## src/rtl/vortex_dcr_seq_pkg.sv

```systemverilog
// Shared types and default widths for the multi-device DCR/launch sequencer.
package vortex_dcr_seq_pkg;

  localparam int VX_DCR_ADDR_WIDTH = 12;
  localparam int VX_DCR_DATA_WIDTH = 32;

  typedef enum logic [1:0] {
    ST_IDLE,
    ST_LAUNCH,
    ST_WAIT_BUSY,
    ST_RUN
  } seq_state_e;

endpackage

```

## src/rtl/VX_fifo_queue.sv

```systemverilog
// Registered-output-free circular FIFO; head entry is readable while not empty.
module VX_fifo_queue #(
  parameter int DATAW = 8,
  parameter int DEPTH = 4
) (
  input  logic             clk,
  input  logic             rst_n,
  input  logic             push,
  input  logic             pop,
  input  logic [DATAW-1:0] data_in,
  output logic [DATAW-1:0] data_out,
  output logic             empty,
  output logic             full
);
  localparam int AW = $clog2(DEPTH);

  logic [DATAW-1:0] mem [DEPTH];
  logic [AW-1:0]    rd_ptr, wr_ptr;
  logic [AW:0]      count;

  // Callers gate push with !full and pop with !empty.
  always_ff @(posedge clk or negedge rst_n) begin
    if (!rst_n) begin
      rd_ptr <= '0;
      wr_ptr <= '0;
      count  <= '0;
    end else begin
      if (push) wr_ptr <= wr_ptr + AW'(1);
      if (pop)  rd_ptr <= rd_ptr + AW'(1);
      if (push && !pop)      count <= count + (AW+1)'(1);
      else if (pop && !push) count <= count - (AW+1)'(1);
    end
  end

  always_ff @(posedge clk) begin
    if (push) mem[wr_ptr] <= data_in;
  end

  assign data_out = mem[rd_ptr];
  assign empty    = (count == '0);
  assign full     = (count == (AW+1)'(DEPTH));

endmodule

```

## src/rtl/vortex_dcr_sequencer.sv

```systemverilog
// Buffers host DCR writes, broadcasts them to idle devices, and sequences
// masked kernel launches with run/done status and a run cycle count.
module vortex_dcr_sequencer
  import vortex_dcr_seq_pkg::*;
#(
  parameter int NUM_DEVICES    = 2,
  parameter int DCR_ADDR_WIDTH = VX_DCR_ADDR_WIDTH,
  parameter int DCR_DATA_WIDTH = VX_DCR_DATA_WIDTH,
  parameter int FIFO_DEPTH     = 4,
  parameter int BUSY_TIMEOUT   = 16,
  parameter int CYCLE_WIDTH    = 48
) (
  input  logic                      clk,
  input  logic                      reset,
  input  logic                      host_dcr_valid,
  output logic                      host_dcr_ready,
  input  logic [DCR_ADDR_WIDTH-1:0] host_dcr_addr,
  input  logic [DCR_DATA_WIDTH-1:0] host_dcr_data,
  input  logic [NUM_DEVICES-1:0]    host_dcr_mask,
  input  logic                      host_start_valid,
  output logic                      host_start_ready,
  input  logic [NUM_DEVICES-1:0]    host_start_mask,
  output logic [NUM_DEVICES-1:0]    dev_dcr_wr_valid,
  output logic [DCR_ADDR_WIDTH-1:0] dev_dcr_wr_addr,
  output logic [DCR_DATA_WIDTH-1:0] dev_dcr_wr_data,
  output logic [NUM_DEVICES-1:0]    dev_start,
  input  logic [NUM_DEVICES-1:0]    dev_busy,
  output logic                      busy,
  output logic                      done,
  output logic [CYCLE_WIDTH-1:0]    run_cycles
);
  localparam int TMO_W = $clog2(BUSY_TIMEOUT + 1);

  typedef struct packed {
    logic [NUM_DEVICES-1:0]    mask;
    logic [DCR_ADDR_WIDTH-1:0] addr;
    logic [DCR_DATA_WIDTH-1:0] data;
  } dcr_entry_t;

  seq_state_e             state, state_nxt;
  logic [NUM_DEVICES-1:0] run_mask, seen, seen_nxt, busy_masked;
  logic [TMO_W-1:0]       tmo_cnt;
  dcr_entry_t             push_entry, pop_entry;
  logic                   fifo_push, fifo_pop, fifo_empty, fifo_full;
  logic                   start_acc, tmo_hit;

  assign push_entry       = '{mask: host_dcr_mask, addr: host_dcr_addr, data: host_dcr_data};
  assign fifo_push        = host_dcr_valid && !fifo_full;
  assign host_dcr_ready   = !fifo_full;
  assign host_start_ready = (state == ST_IDLE) && fifo_empty;
  assign start_acc        = host_start_valid && host_start_ready;
  assign busy             = (state != ST_IDLE);
  assign busy_masked      = dev_busy & run_mask;
  assign tmo_hit          = (tmo_cnt == TMO_W'(BUSY_TIMEOUT - 1));

  VX_fifo_queue #(
    .DATAW (NUM_DEVICES + DCR_ADDR_WIDTH + DCR_DATA_WIDTH),
    .DEPTH (FIFO_DEPTH)
  ) dcr_fifo (
    .clk      (clk),
    .rst_n    (reset),
    .push     (fifo_push),
    .pop      (fifo_pop),
    .data_in  (push_entry),
    .data_out (pop_entry),
    .empty    (fifo_empty),
    .full     (fifo_full)
  );

  always_comb begin
    state_nxt = state;
    seen_nxt  = seen;
    fifo_pop  = 1'b0;
    case (state)
      ST_IDLE: begin
        // Draining only here keeps DCR writes away from running devices.
        fifo_pop = !fifo_empty;
        if (start_acc) state_nxt = ST_LAUNCH;
      end
      ST_LAUNCH:
        state_nxt = (run_mask == '0) ? ST_IDLE : ST_WAIT_BUSY;
      ST_WAIT_BUSY: begin
        seen_nxt = seen | busy_masked;
        if (seen_nxt == run_mask || tmo_hit) state_nxt = ST_RUN;
      end
      ST_RUN:
        if (busy_masked == '0) state_nxt = ST_IDLE;
      default: state_nxt = ST_IDLE;
    endcase
  end

  always_ff @(posedge clk or negedge reset) begin
    if (!reset) begin
      state            <= ST_IDLE;
      run_mask         <= '0;
      seen             <= '0;
      tmo_cnt          <= '0;
      run_cycles       <= '0;
      done             <= 1'b0;
      dev_start        <= '0;
      dev_dcr_wr_valid <= '0;
      dev_dcr_wr_addr  <= '0;
      dev_dcr_wr_data  <= '0;
    end else begin
      state     <= state_nxt;
      seen      <= start_acc ? '0 : seen_nxt;
      tmo_cnt   <= (state == ST_WAIT_BUSY) ? tmo_cnt + TMO_W'(1) : '0;
      dev_start <= start_acc ? host_start_mask : '0;
      if (start_acc) begin
        run_mask   <= host_start_mask;
        run_cycles <= '0;
        done       <= 1'b0;
      end else begin
        if ((state == ST_WAIT_BUSY || state == ST_RUN) && !(&run_cycles))
          run_cycles <= run_cycles + CYCLE_WIDTH'(1);
        if ((state == ST_LAUNCH && run_mask == '0) ||
            (state == ST_RUN && busy_masked == '0))
          done <= 1'b1;
      end
      // A zero-mask entry pops with no strobe.
      dev_dcr_wr_valid <= fifo_pop ? pop_entry.mask : '0;
      if (fifo_pop) begin
        dev_dcr_wr_addr <= pop_entry.addr;
        dev_dcr_wr_data <= pop_entry.data;
      end
    end
  end

endmodule

```

## config.mk

```make
export PLATFORM = sky130hd
export DESIGN_NAME = vortex_dcr_sequencer
export DESIGN_NICKNAME = d
export VERILOG_FILES = /design/src/rtl/vortex_dcr_seq_pkg.sv /design/src/rtl/VX_fifo_queue.sv /design/src/rtl/vortex_dcr_sequencer.sv
export SDC_FILE = /design/constraint.sdc
export NUM_CORES = 1
export LEC_CHECK = 0
export CAP_MARGIN = 25
export CORE_MARGIN = 5
export CORE_UTILIZATION = 55
export DETAILED_ROUTE_END_ITERATION = 7
export GPL_TIMING_DRIVEN = 1
export PLACE_DENSITY = 0.79
export SYNTH_ARGS = -nofsm -noshare
export SYNTH_HDL_FRONTEND = slang
export SYNTH_HIERARCHICAL = 1
export SYNTH_SLANG_ARGS = --single-unit
```

## constraint.sdc

```tcl
create_clock -name clk -period 2.83 [get_ports clk]
set_clock_uncertainty 0.15 [all_clocks]
set_input_delay 0.566 -clock clk [delete_from_list [all_inputs] [get_ports clk]]
set_output_delay 0.566 -clock clk [all_outputs]
set_load 0.1 [all_outputs]
```

**After elaboration in Yosys (flattened, before gate mapping)**

Memory sizes are Yosys's and may differ from the RTL's.
Index checks and enable logic that the tools add are counted.

- Register bits: 115
- Memory bits (writable): 184
- Input bits: 54
- Output and inout bits: 100
- Logic and storage cells: 77
- Memories: 1

Memory list:

| name | depth | width | rd ports | clocked after memory_dff | wr ports | RTL line | text |
|---|---|---|---|---|---|---|---|
| dcr_fifo.mem | 4 | 46 | 1 | 0 | 1 | VX_fifo_queue.sv:17 | `logic [DATAW-1:0] mem [DEPTH];` |

- Add/subtract/negate cells: 6
- Equality and inequality tests: 9
- Mux-type cells: 19
- Bitwise logic cells: 2
- Reduce and logical (&&, ||, !) cells: 27

Operators with widths:

| cell | count |
|---|---|
| 48-bit 2-to-1 mux | 2 |
| 48-bit by 1-bit adder with 48-bit output (second input constant) | 1 |
| 48-bit AND reduction | 1 |
| 2-bit 2-to-1 mux | 8 |
| 2-bit nonzero test | 5 |
| 1-bit logical AND | 8 |
| 2-bit one-hot mux with 4 select lines | 1 |
| 2-bit zero test | 3 |
| 3-bit 2-to-1 mux | 2 |
| 2-bit != test (second input constant) | 3 |
| 5-bit by 1-bit adder with 5-bit output (second input constant) | 1 |
| 5-bit by 4-bit equality test with 1-bit output (second input constant) | 1 |
| 1-bit zero test | 5 |
| 1-bit 2-to-1 mux | 5 |
| 5-bit 2-to-1 mux | 1 |
| 2-bit by 1-bit adder with 2-bit output (second input constant) | 2 |
| 2-bit equality test (second input constant) | 2 |
| 3-bit by 1-bit adder with 3-bit output (second input constant) | 1 |
| 3-bit equality test (second input constant) | 1 |
| 3-bit zero test | 1 |
| 1-bit logical OR | 3 |
| 3-bit AND reduction | 1 |
| 3-bit by 1-bit subtractor with 3-bit output (second input constant) | 1 |
| 2-bit bitwise AND | 1 |
| 3 further kinds | 3 |

**Longest topological paths before layout**

Gate-level depths: netlist of run 1.

- Word-level depth: 7
- Depth in mapped cells: 13
- Mapped depth without buffers: 10

**Modules after synthesis**

Netlist of run 1, hierarchy kept.

Modules (own cells, without submodules):

| module | instances | cells an instance | area an instance (sq um) | sequential area each (sq um) |
|---|---|---|---|---|
| VX_fifo_queue | 1 | 274 | 7024.2 | 5700.5 |
| vortex_dcr_sequencer | 1 | 473 | 5132.4 | 2702.6 |

**Least setup slack after synthesis of run 1**

Ideal clock, no wire load.

- Path type: register to register
- Start point: reg (tool-made name)
- End point: reg dcr_fifo.count[2]
- Arrival time: 2.886 ns
- Slack: -0.285 ns
- Cell stages (with the launch flop): 14
- Path buffers: 3
- Period minus slack after synthesis: 3.115 ns
- Path through: dfrtp_1 clkbuf_1 nor2_1 inv_1 nor2_1 buf_2 buf_2 inv_1 ha_1 inv_1 fa_1 xor2_1 nor2_1 xor2_1

RTL lines:

| element | RTL line | text |
|---|---|---|
| end signal, assigned | VX_fifo_queue.sv:30 | `if (push && !pop) count <= count + (AW+1)'(1);` |
| end signal, assigned | VX_fifo_queue.sv:31 | `else if (pop && !push) count <= count - (AW+1)'(1);` |
| end, declared | VX_fifo_queue.sv:19 | `logic [AW:0] count;` |

**Worst setup path in the final report of run 1**

- Start point: reg dcr_fifo.count[0]
- End point: out host_start_ready

- Word-level cells in the longest chain between the ends: 2

Ends and longest elaborated chain:

| element | RTL line | text |
|---|---|---|
| 3-bit zero test | VX_fifo_queue.sv:40 | `assign empty = (count == '0);` |
| net fifo_empty | vortex_dcr_sequencer.sv:44 | `logic fifo_push, fifo_pop, fifo_empty, fifo_full;` |
| 1-bit logical AND | vortex_dcr_sequencer.sv:50 | `assign host_start_ready = (state == ST_IDLE) && fifo_empty;` |
| end, declared | vortex_dcr_sequencer.sv:21 | `output logic host_start_ready,` |

The timed path passes the listed nets, and every way through them passes these cells.

==> results of run 1 <==
critical path: cells and delay by family (launching register included):
| kind | cells | cell delay, ns |
|---|---|---|
| flops | 1 | 0.43 |
| buf+inv | 1 | 0.19 |
| simple gates | 2 | 0.69 |
synth_stat cells (3+ instances only):
| cell | instances | area (um2) |
|---|---|---|
| ha_1 | 8 | 100 |
| buf_2 | 12 | 60.1 |
| nor2_1 | 23 | 86.3 |
| a31oi_1 | 3 | 18.8 |
| o211ai_1 | 4 | 30.0 |
| nand2_1 | 40 | 150 |
| or2_2 | 3 | 18.8 |
| inv_1 | 10 | 37.5 |
| mux2_2 | 45 | 507 |
| xnor2_1 | 3 | 26.3 |
| mux4_2 | 46 | 1040 |
| edfxtp_1 | 184 | 5530 |
| clkbuf_1 | 8 | 30.0 |
| nor3_1 | 11 | 55.1 |
| o31ai_1 | 14 | 105 |
| buf_4 | 4 | 30.0 |
| nor4_1 | 7 | 43.8 |
| and4_1 | 9 | 78.8 |
| buf_6 | 4 | 45.0 |
| a21oi_1 | 33 | 165 |
| and2_1 | 13 | 81.3 |
| xor2_1 | 7 | 61.3 |
| nand4_1 | 20 | 125 |
| mux2i_1 | 10 | 100 |
| and3_1 | 6 | 37.5 |
| o21ai_0 | 22 | 110 |
| nand2_2 | 3 | 18.8 |
| or3_1 | 20 | 125 |
| nand3_1 | 19 | 95.1 |
| dfrtp_1 | 115 | 2880 |
| or4_1 | 12 | 90.1 |
per-layer routing:
metal	part of all wire [%]	track usage, %	wire length, um	up-vias
li1	-	-	-	3277
met1	40	28.4	10400	3665
met2	51	34.7	13000	267
met3	7.5	4.13	1930	34
met4	1.6	4.63	411	0
met5	0	0	0	-
how the worst min path moves through the flow:
| stage | cells past startpoint | slack (ns) | endpoint | start |
|---|---|---|---|---|
| after floorplan | 0 | 0.12 | asynchronous set/reset pin | reset |
| after global placement | 1 | 0.30 | tmo_cnt[0] | tmo_cnt[0] |
| after detailed placement | 1 | 0.32 | tmo_cnt[0] | tmo_cnt[0] |
| after CTS | 1 | 0.32 | tmo_cnt[0] | tmo_cnt[0] |
| after global routing | 1 | 0.34 | tmo_cnt[0] | tmo_cnt[0] |
| final | 1 | 0.32 | tmo_cnt[0] | tmo_cnt[0] |
flip-flops by register name, summed over array words and instances (netlist names), 3 cells and up, named ones only:
name and cells:
dcr_fifo/count 3, dcr_fifo/mem 184, dev_dcr_wr_addr 12, dev_dcr_wr_data 32
run_cycles 48, tmo_cnt 5
final cells by class:
type / count / share of cell area [%]
timing repair buffer: 174 / 10.3
clock buffer: 31 / 5.02
sequential: 299 / 56.0
multi-input combinational: 407 / 23.8
tap: 280 / 2.33
inverter: 11 / 0.333
clock inverter: 25 / 2.23
per-stage QoR:
stage | util, % | cells | hold WS (ns) | area (um2) | worst slack, ns
floorplan | - | 747 | 0.120 | 12200 | 0.00255
global placement | 63.8 | 1170 | 0.304 | 13900 | 0.339
detailed placement | 63.8 | 1170 | 0.317 | 13900 | 0.332
CTS | 68.9 | 1227 | 0.325 | 15000 | 0.211
global route | 68.9 | 1227 | 0.340 | 15000 | 0.167
finish | 68.9 | 1227 | 0.320 | 15000 | 0.259
cell families (layout without fill, tap and decap cells):
group           Yosys count  count (layout)  share of synthesized area (%)
mux                     101             101                           13.5
buf+inv                  41             241                           1.78
fa+ha+maj                 9               9                          0.988
simple gates            199             199                           9.56
flops                   299             299                           69.1
xor+xnor                 10              10                          0.721
compound gates           88              88                           4.31
==> Flow_metrics.wiki, run 1 <==
{| class="wikitable"
! Metric !! Value
|-
| Number of routed nets with antenna violations || 0
|-
| Number of primary I/O pins || about 150
|-
| Post-layout net count || ~1000
|-
| Total number of yosys warnings || 6
|-
| Core footprint || 0.0218 mm2
|-
| Critical Path Sink || host_start_ready
|-
| Final HPWL from detailed placement || roughly 16000 um
|-
| Share of cells above drive strength 1 || 30.7%
|-
| Post CTS Setup Buffer Count || 0
|-
| Number of detailed-routing iterations run before antenna repair || 5
|-
| Area of the multi-input gates || approximately 0.0036 mm2
|-
| Post-DR wirelength/cell || approximately 21 um
|-
| Worst Reg2Reg Path Length in Cells || 5
|-
| Antenna cells || 0
|-
| Maximum root-to-sink buffer count || 3
|-
| Number of antenna violations at the first check in global routing || 0
|-
| Capture instance of the worst register-to-register path || run_cycles[41]
|-
| EDFF count, synth || 184
|-
| Asr flop ratio synth || 38.5%
|-
| Summed instance area of the synthesized netlist || 0.0122 mm2
|-
| Global-route wire length before repair || just over 40000 um
|-
| Slew Limit Fails || 0
|-
| Gate count of the mapped netlist || roughly 750
|-
| Detailed-route via count || approximately 7200
|-
| Vertical die dimension || 159 um
|-
| Initial Util || 55.7%
|-
| Detail-routed via count per cell || approximately 5.9
|-
| Critical path fanouts, max || 4
|-
| CP max stage delay || 0.43 ns
|-
| Worst setup path start || dcr_fifo/count[0]
|-
| Critical path launch point type || flop
|-
| Commonest non-fill, non-tap cells in the layout || 184 x edfxtp_1, 112 x buf_4, 111 x dfrtp_1
|-
| Highest clock rate || between 0.3 and 0.4 GHz
|-
| Final critical-path share of the clock period || between 90% and 100%
|-
| DR DRC count || 0
|-
| Fin Setup TNS || 0 ns
|-
| Root Buffer Master || clkbuf_16
|-
| Classification of the worst setup path || flop to output pin
|-
| Outcome || completed
|-
| Routability Congestion || 0.887
|-
| Number of H-tree levels || 1
|-
| Total of hold buffers inserted after clock tree synthesis || 1
|-
| Nets in the synthesized netlist || about 800
|-
| Number of different library cells in the post-synthesis netlist || between 50 and 60
|-
| Sequential standard cell area || ~0.0084 mm2
|-
| GR Util All Layers || between 20% and 30%
|-
| Number of fillers in the final layout || 1436
|-
| Synthesis-to-layout area growth || 23.6%
|-
| Final global-route overflow total || 0
|-
| Endpoint kind of the worst setup timing path || output pin
|-
| Die Outline Area || between 0.02 and 0.03 mm2
|-
| Clock slew at reported path FFs || 0.06 ns
|-
| Number of failing hold endpoints at the final stage || 0
|-
| Clock latency reported for the late side of the worst-skew pair || between 0.5 and 0.6 ns
|-
| Total Routed Length || roughly 26000 um
|-
| Critical register-to-register path startpoint || run_cycles[13]
|-
| Die span in x || around 160 um
|-
| Tightest slew margin relative to the limit || 50.4%
|-
| Most frequently used flop master after synthesis || edfxtp_1
|-
| Data arrival at the endpoint of the critical path || ~1.9 ns
|-
| Worst Tran Pin Value || around 0.74 ns
|-
| Maximum number of pins on one net before global-route repair || 63
|-
| Post-Syn Area per Cell || 16.3 um2
|-
| Slowest CP cell || dfrtp_1
|-
| # Max-Cap Violations || 0
|-
| Critical path data required time || between 2 and 2.5 ns
|-
| Number of rows in the core area || between 50 and 60
|-
| Unrepaired setup endpoints after global routing || no
|-
| Time the final worst path needs with I/O delays and setup || 2.57 ns
|-
| Most common cell after layout, fill and taps aside || edfxtp_1
|-
| Tightest Hold Check Type || flop to flop
|-
| Number of clock sinks || roughly 300
|-
| Register bit total from synthesis || 299
|-
| DR iter-0 viols || ~550
|-
| Vias in the first global route || ~7400
|-
| Number of CTS-inserted buffers || 30
|-
| Post-CTS Resized || 0
|-
| Final count of negative-setup-slack endpoints || 0
|-
| Slack of the worst reg-to-reg path || between 0.4 and 0.5 ns
|-
| Crit path cell chain || nor3_1 > and2_1 > buf_12
|-
| Count of input and output buffers || around 150
|-
| Clock tree from TritonCTS || built
|-
| Register area share after synthesis || between 60 and 70%
|}
Power of run 1 is left out: the tool's default activity adds up to more than one toggle a clock period on the data nets, which glitch-free logic cannot reach.
==> inputs of run 2 (changes only) <==
--- a/config.mk
+++ b/config.mk
@@ -15,3 +15,4 @@
 export SYNTH_HDL_FRONTEND = slang
 export SYNTH_HIERARCHICAL = 1
 export SYNTH_SLANG_ARGS = --single-unit
+export TNS_END_PERCENT = 20
==> run 2 against run 1 <==
Via count is 0.68% higher. Final cell count grew 0.41%. Maximum frequency decreased by 1.0%.
==> Flow_metrics.wiki, run 2 (synthesis results as in run 1) <==
{| class="wikitable"
! Metric !! Value
|-
| Unrepaired setup endpoints after global routing || no
|-
| Final critical-path share of the clock period || 91.8%
|-
| Critical path fanouts, max || 14
|-
| Die Outline Area || about 0.025 mm2
|-
| Detail-routed via count per cell || between 5 and 6
|-
| Die span in x || about 160 um
|-
| Slowest CP cell || dfrtp_1
|-
| Post-layout net count || 991
|-
| Flip-flop count of the largest register after layout || roughly 180
|-
| Clock latency reported for the late side of the worst-skew pair || ~0.54 ns
|-
| Antenna cells || 0
|-
| Number of detailed-routing iterations run before antenna repair || 6
|-
| Routability Congestion || 0.863
|-
| Count of input and output buffers || about 150
|-
| Slew Limit Fails || 0
|-
| Clock slew at reported path FFs || approximately 0.060 ns
|-
| Critical path launch point type || flop
|-
| Worst Tran Pin Value || ~0.68 ns
|-
| Number of rows in the core area || 54
|-
| CP max stage delay || 0.56 ns
|-
| Register containing the most flip-flops in the final layout || dcr_fifo/mem
|-
| Worst path bufs/invs || 2
|-
| Critical path data required time || between 2 and 2.5 ns
|-
| Highest clock rate || 0.385 GHz
|-
| Tightest Hold Check Type || flop to flop
|-
| # Max-Cap Violations || 0
|-
| Global-route wire length before repair || about 42000 um
|-
| Crit path cell chain || buf_4 > nor2_4 > and2_1 > buf_12
|-
| Post-route cell area || 0.0150 mm2
|-
| Endpoint kind of the worst setup timing path || output pin
|-
| Number of fillers in the final layout || roughly 1400
|-
| Share of cells above drive strength 1 || a little under a third
|-
| GR Util All Layers || 21.5%
|-
| Cell family with the largest share of critical-path delay || flip-flops
|-
| Initial Util || between 50% and 60%
|-
| Number of antenna violations at the first check in global routing || 1
|-
| Number of failing hold endpoints at the final stage || 0
|-
| DR DRC count || 0
|-
| Number of CTS-inserted buffers || 30
|-
| Largest regs || dcr_fifo/mem: 184 flops, run_cycles: 48 flops, dev_dcr_wr_data: 32 flops
|-
| Non-filler instance count after layout || between 1000 and 1500
|-
| Number of primary I/O pins || 154
|-
| Final HPWL from detailed placement || 17100 um
|-
| Tightest slew margin relative to the limit || 54.8%
|-
| Synthesis-to-layout area growth || 23.3%
|-
| Maximum root-to-sink buffer count || 3
|-
| Clock tree from TritonCTS || built
|-
| Classification of the worst setup path || flop to output pin
|-
| Detailed-route via count || 7292
|-
| Outcome || completed
|-
| Final count of negative-setup-slack endpoints || 0
|-
| Number of clock sinks || between 200 and 300
|-
| Total Routed Length || 26300 um
|-
| Cell area after placement || about 0.014 mm2
|-
| DR iter-0 viols || 541
|-
| Vias in the first global route || roughly 7500
|-
| Data arrival at the endpoint of the critical path || 1.88 ns
|-
| Maximum number of pins on one net before global-route repair || 43
|-
| Time the final worst path needs with I/O delays and setup || 2.60 ns
|-
| Number of routed nets with antenna violations || 0
|-
| Post-DR wirelength/cell || approximately 21 um
|-
| Vertical die dimension || ~160 um
|-
| Final global-route overflow total || 0
|-
| Placed instance count || approximately 1200
|-
| Core footprint || roughly 0.022 mm2
|-
| Root Buffer Master || clkbuf_16
|-
| Commonest non-fill, non-tap cells in the layout || 184 x edfxtp_1, 116 x buf_4, 111 x dfrtp_1
|-
| Most common cell after layout, fill and taps aside || edfxtp_1
|-
| Number of H-tree levels || 1
|}
[run 2: path summary, 6_finish.rpt]
kind	startpoint	to	slack (ns)	cells past startpoint
max	flop	host_start_ready	0.23	4
max reg2reg	flop	run_cycles[36]	0.35	5
max in group asynchronous	reset	run_cycles[13]	1.36	3
min	tmo_cnt[0]	tmo_cnt[0]	0.32	1
min in group asynchronous	reset	dev_dcr_wr_data[17]	0.44	2
min reg2reg	tmo_cnt[0]	tmo_cnt[0]	0.32	1
[run 2: metal layers]
layer  global-route usage (%)  routed length, um  vias up
met3                     4.05               1990       31
met2                     35.5              13300      276
met1                     30.8              10600     3684
met4                     3.61                324        2
met5                        0                 13        -
li1                         -                  -     3299
[run 2: per-stage QoR]
stage,util [%],setup WS (ns),setup TNS (ns),hold slack (ns)
after floorplan,-,-0.0157,-0.0157,0.120
after global placement,64.0,0.365,0,0.300
after detailed placement,64.0,0.346,0,0.323
after CTS,68.7,0.210,0,0.329
after global routing,68.7,0.151,0,0.353
final,68.7,0.233,0,0.320
[run 2: layout make-up]
type / count / area (um2) / area share, %
Timing Repair Buffer: 179 / 1600 / 10.7
Inverter: 11 / 47.5 / 0.317
Multi-Input combinational cell: 407 / 3560 / 23.8
Clock buffer: 47 / 896 / 5.98
Tap cell: 280 / 350 / 2.34
Clock inverter: 9 / 121 / 0.810
Sequential cell: 299 / 8410 / 56.1
[run 2: what timing repair did]
action,CTS,global route
buffers inserted,0,0
endpoints found under the hold margin,39,0
hold buffers,1,0
resized for setup,0,0
Power of run 2 is left out for the same reason.
==> inputs of run 3 (changes only) <==
==> constraint.sdc (replaced) <==
create_clock -name clk -period 2.5 [get_ports clk]
set_clock_uncertainty 0.15 [all_clocks]
set_input_delay 0.5 -clock clk [delete_from_list [all_inputs] [get_ports clk]]
set_output_delay 0.5 -clock clk [all_outputs]
set_load 0.1 [all_outputs]
==> run 3 against run 2 <==
Via count hardly changed. Flip-flop and latch count unchanged. Core utilization increased by 0.93 points. Critical endpoint unchanged. Final cell count rose by 0.41%. Non-clock buffer count grew 5. Register-to-register slack worse by 0.17 ns. Count of clock-buffer cells in the layout down 4.
==> Flow_metrics.wiki, run 3 (synthesis results as in run 1) <==
{| class="wikitable"
! Metric !! Value
|-
| DR DRC count || 0
|-
| Number of antenna violations at the first check in global routing || 2
|-
| Count of input and output buffers || 153
|-
| Most common cell after layout, fill and taps aside || edfxtp_1
|-
| Global-route wire length before repair || 41200 um
|-
| Number of CTS-inserted buffers || 30
|-
| Final HPWL from detailed placement || 17100 um
|-
| Number of detailed-routing iterations run before antenna repair || 5
|-
| Flip-flop count of the largest register after layout || ~180
|-
| Time the final worst path needs with I/O delays and setup || between 2 and 2.5 ns
|-
| Post CTS Setup Buffer Count || 0
|-
| Detail-routed via count per cell || around 5.9
|-
| Commonest non-fill, non-tap cells in the layout || 184 x edfxtp_1, 118 x buf_4, 65 x dfrtp_1
|-
| Slack of the worst reg-to-reg path || around 0.18 ns
|-
| Critical register-to-register path startpoint || run_cycles[27]
|-
| Vertical die dimension || ~160 um
|-
| GR Util All Layers || a little over a fifth
|-
| DR iter-0 viols || about 420
|-
| Initial Util || ~56%
|-
| Worst setup slack after placement || ~0.03 ns
|-
| Clock latency reported for the late side of the worst-skew pair || about 0.55 ns
|-
| Tightest slew margin relative to the limit || between 60% and 70%
|-
| Tightest Hold Check Type || input port to asynchronous set/reset pin
|-
| Post-layout net count || about 1000
|-
| Capture instance of the worst register-to-register path || run_cycles[47]
|-
| Clock slew at reported path FFs || about 0.06 ns
|-
| Core footprint || 0.0218 mm2
|-
| Antenna cells || 0
|-
| Detailed-route via count || 7293
|-
| Worst Tran Pin Value || approximately 0.53 ns
|-
| Maximum number of pins on one net before global-route repair || 54
|-
| Largest regs || dcr_fifo/mem: 184 flops, run_cycles: 48 flops, dev_dcr_wr_data: 32 flops
|-
| Final critical-path share of the clock period || around 96%
|-
| Number of primary I/O pins || around 150
|-
| Outcome || completed
|-
| Register containing the most flip-flops in the final layout || dcr_fifo/mem
|-
| Die Outline Area || around 0.025 mm2
|-
| Clock tree from TritonCTS || built
|-
| Number of routed nets with antenna violations || 0
|-
| Routability Congestion || ~0.92
|-
| Final core utilization || 69.6%
|-
| Highest clock rate || between 0.4 and 0.5 GHz
|-
| Critical path launch point type || flop
|-
| Critical path data required time || roughly 1.9 ns
|-
| # Max-Cap Violations || 0
|-
| Number of rows in the core area || 54
|-
| Final Hold Slack || 0.302 ns
|-
| Final count of negative-setup-slack endpoints || 0
|-
| Synthesis-to-layout area growth || 25.0%
|-
| Share of cells above drive strength 1 || a little over a third
|-
| Maximum root-to-sink buffer count || 3
|-
| Number of failing hold endpoints at the final stage || 0
|-
| Final global-route overflow total || 0
|-
| Root Buffer Master || clkbuf_16
|-
| Die span in x || 159 um
|-
| Vias in the first global route || 7482
|-
| Number of clock sinks || around 300
|-
| Critical path fanouts, max || 4
|-
| Number of H-tree levels || 1
|-
| Post-DR wirelength/cell || approximately 21 um
|-
| Unrepaired setup endpoints after global routing || no
|-
| Worst Reg2Reg Path Length in Cells || 5
|-
| Endpoint kind of the worst setup timing path || output pin
|-
| Slew Limit Fails || 0
|-
| Data arrival at the endpoint of the critical path || around 1.7 ns
|-
| Classification of the worst setup path || flop to output pin
|-
| Worst setup slack after layout || between 0.1 and 0.15 ns
|-
| Total Routed Length || between 20000 and 30000 um
|}
-- run 3: area by class of cell --
cell class              count  area, um2
fillers                  1451       6630
inverters                  11       50.0
clock buffers              43        850
repair buffers            184       1680
well taps                 280        350
clock inverters            13        214
flip-flops and latches    299       8470
multi-input cells         407       3580
-- run 3: stage by stage --
stage	cells	setup TNS (ns)	cell area [um2]
final	1237	0	15200
after global routing	1237	0	15200
after CTS	1237	0	15200
after detailed placement	1180	0	14100
after global placement	1180	0	14100
after floorplan	747	-23.36	12300
-- run 3: how the worst max path moves through the flow --
stage                 startpoint                 to  slack [ns]  cells past startpoint
2_1_floorplan               flop  dcr_fifo/count[1]       -0.33                     11
3_3_place_gp      host_dcr_valid  dcr_fifo/count[2]        0.07                      8
3_5_place_dp      host_dcr_valid  dcr_fifo/count[2]        0.03                      8
4_1_cts        dcr_fifo/count[0]   host_start_ready        0.08                      3
5_1_grt        dcr_fifo/count[0]   host_start_ready        0.01                      3
6_report       dcr_fifo/count[0]   host_start_ready        0.11                      3
-- run 3: timing repair --
item,in CTS,in global routing
endpoints found under the setup margin,1,0
resized for setup,1,0
hold buffers,1,0
endpoints found under the hold margin,31,0
-- run 3: worst max-delay path, cell delays in order, from the launching register on --
cell     delay (ns)
dfrtp_1        0.44
nor3_2         0.32
and2_2         0.25
buf_12         0.18
-- run 3: per-layer routing --
metal / track usage, % / part of all wire, % / vias up
met5: 0 / 0.093 / -
met4: 4.51 / 1.8 / 4
met3: 4.35 / 7.0 / 41
met2: 34.9 / 49 / 234
met1: 29.3 / 42 / 3708
li1: - / - / 3306
Power of run 3 is left out for the same reason.
